$ cat config.mk
export PLATFORM = sky130hd
export DESIGN_NAME = mem_arbiter
export DESIGN_NICKNAME = d
export VERILOG_FILES = /design/src/rtl/mem_arbiter.sv
export SDC_FILE = /design/constraint.sdc
export NUM_CORES = 1
export LEC_CHECK = 0
export ABC_AREA = 1
export BUFFER_PORTS_ARGS = -buffer_cell sky130_fd_sc_hd__buf_2
export CAP_MARGIN = 20
export CORE_AREA = 2 2 104 106
export DETAILED_ROUTE_END_ITERATION = 7
export DIE_AREA = 0 0 106 108
export GPL_ROUTABILITY_DRIVEN = 1
export PLACE_DENSITY = 0.72
export SETUP_SLACK_MARGIN = 0.05
export SLEW_MARGIN = 20
export SYNTH_ARGS = -nofsm -noshare
export SYNTH_HDL_FRONTEND = slang
export SYNTH_SLANG_ARGS = --single-unit
$ cat constraint.sdc
create_clock -name CLK -period 1.9 [get_ports CLK]
set_clock_uncertainty 0.2 [all_clocks]
set_input_delay 0.095 -clock CLK [delete_from_list [all_inputs] [get_ports CLK]]
set_output_delay 0.095 -clock CLK [all_outputs]
set_load 0.03 [all_outputs]
$ cat src/rtl/mem_arbiter.sv
// Shared RAM port arbiter: data port has priority, instruction fetch is forced
// after STARVE_LIMIT consecutive data grants while a fetch is waiting.
module mem_arbiter #(
    parameter int STARVE_LIMIT = 4,
    parameter int ADDR_W       = 32
) (
    input  logic              CLK,
    input  logic              nRST,
    input  logic              iREN,
    input  logic [ADDR_W-1:0] iaddr,
    output logic              iwait,
    output logic [ADDR_W-1:0] iload,
    input  logic              dREN,
    input  logic              dWEN,
    input  logic [ADDR_W-1:0] daddr,
    input  logic [ADDR_W-1:0] dstore,
    output logic              dwait,
    output logic [ADDR_W-1:0] dload,
    output logic              ramREN,
    output logic              ramWEN,
    output logic [ADDR_W-1:0] ramaddr,
    output logic [ADDR_W-1:0] ramstore,
    input  logic [ADDR_W-1:0] ramload,
    input  logic [1:0]        ramstate
);

    typedef enum logic [1:0] {IDLE, IREQ, DREQ} state_t;

    localparam logic [1:0] RS_ACCESS = 2'd2;
    localparam logic [2:0] LIMIT     = 3'(STARVE_LIMIT);

    state_t            state, next_state;
    logic [ADDR_W-1:0] lat_addr, lat_data, nxt_addr, nxt_data;
    logic              lat_wr, nxt_wr;
    logic [2:0]        dstreak, nxt_streak;
    logic              dreq, force_i;

    assign dreq    = dREN | dWEN;
    assign force_i = iREN & (dstreak == LIMIT);

    // The RAM address/data buses simply show the latches, so they hold between transactions.
    assign ramaddr  = lat_addr;
    assign ramstore = lat_data;

    always_ff @(posedge CLK) begin
        if (!nRST) begin
            state    <= IDLE;
            lat_addr <= '0;
            lat_data <= '0;
            lat_wr   <= 1'b0;
            dstreak  <= '0;
        end else begin
            state    <= next_state;
            lat_addr <= nxt_addr;
            lat_data <= nxt_data;
            lat_wr   <= nxt_wr;
            dstreak  <= nxt_streak;
        end
    end

    always_comb begin
        next_state = state;
        nxt_addr   = lat_addr;
        nxt_data   = lat_data;
        nxt_wr     = lat_wr;
        nxt_streak = dstreak;
        ramREN     = 1'b0;
        ramWEN     = 1'b0;
        iwait      = 1'b1;
        dwait      = 1'b1;
        iload      = '0;
        dload      = '0;
        case (state)
            IDLE: begin
                if (force_i || (iREN && !dreq)) begin
                    next_state = IREQ;
                    nxt_addr   = iaddr;
                    nxt_streak = '0;
                end else if (dreq) begin
                    next_state = DREQ;
                    nxt_addr   = daddr;
                    nxt_data   = dstore;
                    nxt_wr     = dWEN;
                    // Streak only counts data grants that bypassed a waiting fetch.
                    if (!iREN)
                        nxt_streak = '0;
                    else if (dstreak != LIMIT)
                        nxt_streak = dstreak + 3'd1;
                end else begin
                    nxt_streak = '0;
                end
            end
            IREQ: begin
                ramREN = 1'b1;
                if (!iREN) begin
                    next_state = IDLE;
                end else if (ramstate == RS_ACCESS) begin
                    iwait      = 1'b0;
                    iload      = ramload;
                    next_state = IDLE;
                end
            end
            DREQ: begin
                ramWEN = lat_wr;
                ramREN = !lat_wr;
                if (!dreq) begin
                    next_state = IDLE;
                end else if (ramstate == RS_ACCESS) begin
                    dwait      = 1'b0;
                    if (!lat_wr)
                        dload = ramload;
                    next_state = IDLE;
                end
            end
            default: next_state = IDLE;
        endcase
    end

endmodule

==> metrics.md, run 1 <==
| Metric | Value |
|---|---|
| Failing checks | `negative setup slack` |
| RSZ-0062 raised after global routing | `true` |
| Pre-CTS WS | `0.0942 ns` |
| Initial antenna violation count | `4` |
| Post-DP HPWL | `about 9000 um` |
| Reg2Reg Depth | `10` |
| Fmax | `507 MHz` |
| Sequential area share after synthesis | `0.369` |
| Leakage | `just under 4 nW` |
| Pwr per Cell Area | `677 nW/um^2` |
| Setup crit start kind | `flip-flop` |
| CP arrival | `between 1.5 and 2 ns` |
| R2R Path End | `ramaddr[31]` |
| EDFF count, synth | `0` |
| Crit path launch | `state[0]` |
| Filler instances | `between 700 and 800` |
| R2R setup slack | `around 0.060 ns` |
| Chip Height | `between 100 and 150 um` |
| Register area | `1410 um^2` |
| Syn nets | `approximately 740` |
| WP data required | `around 1.6 ns` |
| Setup_tns | `-1.80 ns` |
| Post-Route WL | `17400 um` |
| Core Util, Final | `0.732` |
| Min-delay src | `iREN` |
| Hold Violations, Final | `0` |
| Status | `finished with violations` |
| Switching Power | `~1.8 mW` |
| Slew headroom | `0.625` |
| DIE AREA | `11400 um^2` |
| Hold EP | `state[1]` |
| Unique masters post-synth | `25` |
| Synth area leader | `dfxtp_1` |
| Drt initial violations | `roughly 410` |
| Area of the multi-input gates | `roughly 2300 um^2` |
| Cells after synthesis | `just under 600` |
| Ys Warns | `0` |
| Max-cap viol count | `0` |
| Root Buffer | `clkbuf_8` |
| Proportion of layout cells with a drive suffix above 1 | `0.413` |
| Final WS setup | `-0.0741 ns` |
| Final worst path period share | `1.04` |
| First-pass GRT wire length | `24800 um` |
| Core area | `about 10000 um^2` |
| TritonCTS Buffers | `9` |
| Synth top area share | `0.369` |
| Cell Area, Synth | `3790 um^2` |
| Routed Antenna Nets | `0` |
| Slew @ Worst Pin | `roughly 0.56 ns` |
| Worst-case clock buffer depth | `2` |
| Inst Count DP | `about 970` |
| Remaining global-route overflow | `0` |
| Critical-path maximum fanout | `16` |
| Worst min path class | `in -> reg` |
| Dpl cell area | `between 5000 and 6000 um^2` |
| Worst VDD drop | `0.481 mV` |
| Min Tclk post-route | `around 2.0 ns` |
| Count leader, synth | `nor2_1` |
| TritonCTS clock tree | `done` |
| Ys flop type | `dfxtp_1` |
| Routability cong. | `around 0.8` |
| Initial Util | `0.371` |
| Crit end category | `primary output` |
| Synth area leaders | `dfxtp_1, nor2_1, nand2_1` |
| Row Count | `37` |
| Worst-Skew Late Latency | `0.35 ns` |
| Pin count of the biggest net entering global routing | `39` |
| Buffers on Ports | `approximately 270` |
| TritonRoute pass-1 iters | `5` |
| Total GRT Usage | `0.275` |
| Drt drc | `0` |
| Sw frac | `0.353` |
| Final net count | `between 1000 and 1500` |
| Ys async rst share | `0` |
| Reg power frac | `0.344` |
| IO Pins | `~270` |
| Final slew viol count | `0` |
| Final Non-Filler Cells | `roughly 1100` |
| Synth Register Bits | `70` |
| Hold Path Depth | `7` |
| Synth cell count leaders | `nor2_1, nand2_1, inv_1, dfxtp_1, nor3_1` |
| CP Class | `reg -> out` |
| Logic pwr share | `0.361` |
| Internal power | `3.28 mW` |
| FF-to-FF Start | `state[1]` |
| Post-route cell area | `about 7500 um^2` |
| Die Width | `106 um` |
| Clock power share | `0.295` |
| Vias in the first global route | `slightly above 5000` |
| Routed via count | `between 5000 and 6000` |
| Vias/cell | `4.91` |
| H-Tree Depth | `3` |
| WL/cell | `about 16 um` |
| Synth Area per Inst | `6.37 um^2` |
| Setup violations, final | `47` |
| Reg clk slew, reported paths | `around 0.070 ns` |
| Clock sink total | `70` |
| Area Overhead vs Synth | `97.5%` |
## power groups by stage
stage                     sequential (mW)  clock (mW)  combinational [mW]
after floorplan                      2.10           0               0.665
after global placement               1.76           0                1.43
after detailed placement             1.76           0                1.44
after CTS                            1.74        1.52                1.65
after global routing                 1.76        1.59                1.96
final                                1.74        1.49                1.83
## state kept, by name, indices dropped and copies added, names as in the netlist
register	cells
dstreak	3
ramstore	32
state	2
ramaddr	32
lat_wr	1
## metal layers
metal	global-route usage	vias up	wire (um)
met5	0	-	0
met4	0.223	0	1120
met3	0.0639	93	1080
met2	0.493	310	9120
met1	0.272	2468	6100
li1	-	2578	-
## final cells by class
type	count	area share
diodes	8	0.00267
repair buffers	391	0.407
multi-input cells	407	0.305
flip-flops and latches	70	0.188
clock buffers	14	0.0257
inverters	81	0.0413
clock inverters	2	0.00802
well taps	136	0.0227
## layout by cell type (no fill, tap or decap), types with 36 or more instances in the layout
| cell type | synthesis | final |
|---|---|---|
| buf_4 | 2 | 40 |
| nand2_1 | 114 | 114 |
| nor3_1 | 64 | 40 |
| dlygate4sd3_1 | 0 | 99 |
| buf_2 | 15 | 200 |
| inv_1 | 79 | 77 |
| dfxtp_1 | 70 | 68 |
| buf_6 | 3 | 37 |
| nand3_1 | 38 | 36 |
| nor2_1 | 118 | 86 |
## worst max-delay path by stage
stage,endpoint
floorplan,dload[10]
global placement,ramaddr[14]
detailed placement,ramaddr[16]
CTS,iload[0]
global route,iload[31]
finish,dload[1]
## critical path, cell delays in order, from the launching register on
cell and delay [ns]:
dfxtp_2 0.34, inv_2 0.10, ha_4 0.16, nand3_4 0.11, clkbuf_16 0.21, nor3_1 0.19
buf_4 0.20
## logic make-up after synthesis
family,Yosys count,share of synthesized area
AOI/OAI and AO/OA,44,0.0610
DFF,70,0.369
buffers and inverters,119,0.141
and+or+nand+nor,356,0.406
adders and majority gates,7,0.0231
## per-stage QoR
step	total power [mW]	hold slack, ns
floorplan	2.76	0.0307
global placement	3.20	0.126
detailed placement	3.21	0.132
CTS	4.91	0.0569
global route	5.31	0.118
finish	5.07	0.0695
## repair_timing
action	in CTS	in global routing
pin swaps	1	1
gates resized for setup	160	57
hold buffers	99	0
gates cloned	4	3
setup endpoints to repair	65	115
hold endpoints to repair	66	0
buffers inserted	4	2
Power figures use the tool's default switching activity.
==> run 2, diff against run 1 <==
--- a/config.mk
+++ b/config.mk
@@ -13,7 +13,6 @@
 export DIE_AREA = 0 0 106 108
 export GPL_ROUTABILITY_DRIVEN = 1
 export PLACE_DENSITY = 0.72
-export SETUP_SLACK_MARGIN = 0.05
 export SLEW_MARGIN = 20
 export SYNTH_ARGS = -nofsm -noshare
 export SYNTH_HDL_FRONTEND = slang
==> run 2 against run 1 <==
- the flow still finishes with violations (negative setup slack)
- combinational power hardly changed
- critical path depth unchanged
- via count grew 0.26%
- register-to-register slack better by 0.04 ns
==> metrics.md, run 2 (synthesis results as in run 1) <==
| Metric | Value |
|---|---|
| Proportion of layout cells with a drive suffix above 1 | `0.403` |
| Hold Violations, Final | `0` |
| Reg2Reg Depth | `8` |
| Total GRT Usage | `0.265` |
| FF-to-FF Start | `state[0]` |
| Chip Height | `approximately 110 um` |
| Sw frac | `0.376` |
| TritonRoute pass-1 iters | `5` |
| Fmax | `slightly below 500 MHz` |
| TritonCTS Buffers | `9` |
| WP data required | `1.60 ns` |
| Critical-path maximum fanout | `8` |
| Min Tclk post-route | `around 2.0 ns` |
| Final Total Pwr | `between 4 and 5 mW` |
| Root Buffer | `clkbuf_8` |
| Routability cong. | `around 0.81` |
| Routed via count | `5463` |
| Initial Util | `0.371` |
| Slew @ Worst Pin | `roughly 0.56 ns` |
| Slowest Stage Delay on Critical Path | `~0.37 ns` |
| H-Tree Depth | `3` |
| Reg power frac | `0.351` |
| Post-DP HPWL | `~9300 um` |
| Hold EP | `state[1]` |
| WL/cell | `between 15 and 20 um` |
| Fin Hold WS | `0.0928 ns` |
| Drt initial violations | `~420` |
| Die Width | `106 um` |
| Final slew viol count | `0` |
| Reg clk slew, reported paths | `0.09 ns` |
| CP Class | `reg -> out` |
| Worst-case clock buffer depth | `2` |
| Met2 usage | `0.505` |
| Final Non-Filler Cells | `~1100` |
| CP arrival | `1.73 ns` |
| Vias/cell | `approximately 4.9` |
| Core Util, Final | `0.722` |
| Register area | `between 1000 and 1500 um^2` |
| Worst min path class | `in -> reg` |
| Final worst path period share | `1.07` |
| R2R setup slack | `0.10 ns` |
| Post-route cell area | `between 7000 and 8000 um^2` |
| Area of the multi-input gates | `~2300 um^2` |
| GR Util met1 | `0.261` |
| Family with the most delay on the worst path | `buffers and inverters` |
| Pwr per Cell Area | `roughly 670 nW/um^2` |
| Clock sink total | `70` |
| Switching Power | `1.86 mW` |
| TritonCTS clock tree | `done` |
| Vias in the first global route | `~5200` |
| Slew headroom | `0.627` |
| Worst path cell trace | `buf_6, ha_4, nand3_4, buf_12, nor3_1, buf_4` |
| WP buf/inv | `3` |
| Area Overhead vs Synth | `94.6%` |
| Commonest non-fill, non-tap cells in the layout | `buf_2, nand2_1, dlygate4sd3_1` |
| Min-delay src | `iREN` |
| Worst VDD drop | `0.429 mV` |
| DIE AREA | `between 10000 and 15000 um^2` |
| Drt drc | `0` |
| Remaining global-route overflow | `0` |
| Setup violations, final | `56` |
| Leakage | `slightly below 4 nW` |
| Setup_tns | `-2.50 ns` |
| Final WS setup | `-0.128 ns` |
| Internal power | `between 3 and 4 mW` |
| Dpl cell area | `~5200 um^2` |
| Post-Route WL | `roughly 18000 um` |
| Clock power share | `0.284` |
| Hold Path Depth | `7` |
| Inst Count DP | `between 900 and 1000` |
| Pin count of the biggest net entering global routing | `approximately 50` |
| Routed Antenna Nets | `0` |
| GR peak layer | `met2` |
| Initial antenna violation count | `0` |
| Crit path launch | `state[1]` |
| Status | `finished with violations` |
| Setup crit start kind | `flip-flop` |
| Worst path slowest cell | `dfxtp_2` |
| R2R Path End | `ramaddr[18]` |
| Max-cap viol count | `0` |
| Pre-CTS WS | `0.132 ns` |
| Logic pwr share | `0.365` |
| IO Pins | `267` |
| Most common cell after layout, fill and taps aside | `buf_2` |
| Failing checks | `negative setup slack` |
| Final net count | `1103` |
| Crit end category | `primary output` |
| Buffers on Ports | `approximately 270` |
| Filler instances | `about 700` |
| RSZ-0062 raised after global routing | `true` |
| First-pass GRT wire length | `between 20000 and 25000 um` |
| Core area | `10200 um^2` |
| Worst-Skew Late Latency | `around 0.35 ns` |
| Row Count | `37` |
| Met3 global-route usage | `0.0561` |
run 2: worst max path at each step:
stage,to,slack (ns),cells past startpoint
6_report,dload[16],-0.13,6
2_1_floorplan,dload[10],-0.02,5
3_5_place_dp,ramaddr[23],0.13,9
3_3_place_gp,ramaddr[9],0.17,9
5_1_grt,dload[6],-0.19,6
4_1_cts,dload[19],-0.02,6
run 2: routing by layer:
metal,up-vias,share of wire
li1,2579,-
met1,2505,0.35
met2,283,0.52
met3,96,0.065
met4,0,0.061
met5,-,0
run 2: power groups by stage:
stage	clock (mW)	sequential, mW	combinational, mW
5_1_grt	1.50	1.75	1.93
4_1_cts	1.43	1.73	1.67
2_1_floorplan	0	2.10	0.664
3_3_place_gp	0	1.76	1.44
3_5_place_dp	0	1.76	1.45
6_report	1.41	1.74	1.81
run 2: area by class of cell:
cell class / count / share of cell area
Multi-Input combinational cell: 407 / 0.305
Antenna cell: 2 / 0.000678
Timing Repair Buffer: 392 / 0.408
Clock inverter: 7 / 0.0139
Inverter: 81 / 0.0419
Tap cell: 136 / 0.0230
Sequential cell: 70 / 0.190
Clock buffer: 9 / 0.0168
run 2: repair_timing:
item,CTS,global route
setup buffers,4,3
resized for setup,83,119
endpoints found under the setup margin,64,97
gates cloned,5,2
pin swaps,1,1
hold buffers,99,0
hold endpoints to repair,66,0
run 2: tightest hold or removal path, delay by kind of cell:
| kind | cells | cell delay [ns] |
|---|---|---|
| compound gates | 1 | 0.06 |
| simple gates | 5 | 0.30 |
| buf+inv | 1 | 0.15 |
==> run 3, diff against run 2 <==
--- a/config.mk
+++ b/config.mk
@@ -12,6 +12,7 @@
 export DETAILED_ROUTE_END_ITERATION = 7
 export DIE_AREA = 0 0 106 108
 export GPL_ROUTABILITY_DRIVEN = 1
+export HOLD_SLACK_MARGIN = 0.1
 export PLACE_DENSITY = 0.72
 export SLEW_MARGIN = 20
 export SYNTH_ARGS = -nofsm -noshare
==> run 3 against run 2 <==
- hold slack improved by 0.098 ns
- design area increased by 1.2%
- flip-flop and latch count unchanged
- utilization increased by 0.84 points
- the flow still finishes with violations (negative setup slack)
- via count increased by 0.37%
- combinational power about the same
- largest cell class unchanged
- global-route usage increased by 0.10 points
- register-to-register slack about the same
- non-clock buffer count increased by 5
- setup slack got worse by 0.018 ns
==> metrics.md, run 3 (synthesis results as in run 1) <==
| Metric | Value |
|---|---|
| Status | `finished with violations` |
| Failing checks | `negative setup slack` |
| Slew @ Worst Pin | `0.544 ns` |
| Routability cong. | `0.810` |
| Drt drc | `0` |
| Worst VDD drop | `about 0.43 mV` |
| Vias in the first global route | `between 5000 and 6000` |
| Pwr per Cell Area | `between 600 and 700 nW/um^2` |
| Most common cell after layout, fill and taps aside | `buf_2` |
| Final WS setup | `-0.146 ns` |
| Setup crit start kind | `flip-flop` |
| Crit end category | `primary output` |
| WP buf/inv | `3` |
| Worst-Skew Late Latency | `around 0.35 ns` |
| TritonRoute pass-1 iters | `7` |
| Min Tclk post-route | `2.05 ns` |
| CP Class | `reg -> out` |
| Core Util, Final | `0.730` |
| Row Count | `37` |
| DIE AREA | `about 11000 um^2` |
| Reg power frac | `0.350` |
| Reg2Reg Depth | `8` |
| Logic pwr share | `0.367` |
| Final net count | `about 1100` |
| Total GRT Usage | `0.266` |
| FF-to-FF Start | `state[0]` |
| Critical-path maximum fanout | `8` |
| Reg clk slew, reported paths | `0.09 ns` |
| Slowest Stage Delay on Critical Path | `around 0.38 ns` |
| Worst min path class | `in -> reg` |
| Family with the most delay on the worst path | `buffers and inverters` |
| Die Width | `about 110 um` |
| Pin count of the biggest net entering global routing | `slightly below 50` |
| Final Total Pwr | `roughly 5.0 mW` |
| TritonCTS Buffers | `9` |
| Min-delay src | `ramstate[0]` |
| Max-cap viol count | `0` |
| Post-DP HPWL | `between 9000 and 10000 um` |
| Hold EP | `state[1]` |
| Drt initial violations | `329` |
| WP data required | `around 1.6 ns` |
| Setup violations, final | `between 50 and 60` |
| Proportion of layout cells with a drive suffix above 1 | `0.404` |
| R2R Path End | `ramaddr[18]` |
| H-Tree Depth | `3` |
| R2R setup slack | `about 0.11 ns` |
| Final slew viol count | `0` |
| Worst path cell trace | `buf_6, ha_4, nand3_4, buf_12, nor3_1, buf_4` |
| Switching Power | `around 1.9 mW` |
| Commonest non-fill, non-tap cells in the layout | `buf_2, nand2_1, dlygate4sd3_1` |
| IO Pins | `about 270` |
| Core area | `10200 um^2` |
| Initial antenna violation count | `0` |
| Slew headroom | `0.637` |
| Clock power share | `0.282` |
| Sw frac | `0.376` |
| RSZ-0062 raised after global routing | `true` |
| Initial Util | `0.371` |
| Hold Violations, Final | `0` |
| CP arrival | `1.75 ns` |
| Worst path slowest cell | `dfxtp_2` |
| Root Buffer | `clkbuf_8` |
| Final worst path period share | `1.08` |
| TritonCTS clock tree | `done` |
| Hold Path Depth | `7` |
| Buffers on Ports | `about 270` |
| Routed Antenna Nets | `0` |
| Post-Route WL | `approximately 18000 um` |
| Vias/cell | `4.94` |
| Worst-case clock buffer depth | `2` |
| Final Non-Filler Cells | `~1100` |
| First-pass GRT wire length | `24100 um` |
| Fmax | `489 MHz` |
| Internal power | `between 3 and 4 mW` |
| Area Overhead vs Synth | `96.9%` |
| Fin Hold WS | `0.191 ns` |
| Clock sink total | `70` |
| Leakage | `3.96 nW` |
| Remaining global-route overflow | `0` |
| Inst Count DP | `approximately 970` |
| WL/cell | `roughly 16 um` |
| Routed via count | `5483` |
| Chip Height | `approximately 110 um` |
## run 3: worst min-delay path: cells and delay by family
kind / cells / cell delay (ns)
compound gates: 1 / 0.12
buf+inv: 1 / 0.08
simple gates: 5 / 0.41
## run 3: routing by layer
layer	routed length [um]	GRT usage
met1	6270	0.260
met2	9320	0.511
met3	1200	0.0573
met4	1010	0.161
met5	0	0
## run 3: worst max path at each step
stage | startpoint | end | cells after the start
2_1_floorplan | state[0] | dload[10] | 5
3_3_place_gp | dstreak[0] | ramaddr[9] | 9
3_5_place_dp | dstreak[1] | ramaddr[23] | 9
4_1_cts | state[1] | dload[19] | 6
5_1_grt | state[1] | dload[27] | 6
6_report | state[1] | dload[27] | 6
## run 3: power groups by stage
stage / combinational, mW / clock, mW / sequential [mW]
floorplan: 0.664 / 0 / 2.10
global placement: 1.44 / 0 / 1.76
detailed placement: 1.45 / 0 / 1.76
CTS: 1.68 / 1.43 / 1.73
global route: 1.95 / 1.50 / 1.75
finish: 1.82 / 1.40 / 1.74
## run 3: cell type report
type,instances,area (um^2)
Antenna cell,2,5.00
Clock buffer,9,124
Clock inverter,7,103
Fill cell,686,2760
Inverter,81,309
Multi-Input combinational cell,407,2270
Sequential cell,70,1400
Tap cell,136,170
Timing Repair Buffer,397,3090
## run 3: repair_timing
| action | CTS | global route |
|---|---|---|
| hold buffers | 102 | 0 |
| pin swaps | 1 | 2 |
| endpoints found under the setup margin | 64 | 98 |
| hold endpoints to repair | 69 | 0 |
| gates cloned | 5 | 2 |
| resized for setup | 83 | 130 |
| setup buffers | 4 | 5 |
## run 3: per-stage QoR
step | setup TNS (ns) | instance area (um^2) | setup WS, ns
after floorplan | -0.455 | 3790 | -0.0152
after global placement | 0 | 5230 | 0.173
after detailed placement | 0 | 5230 | 0.132
after CTS | -0.147 | 6900 | -0.0200
after global routing | -7.24 | 7460 | -0.217
final | -3.65 | 7470 | -0.146
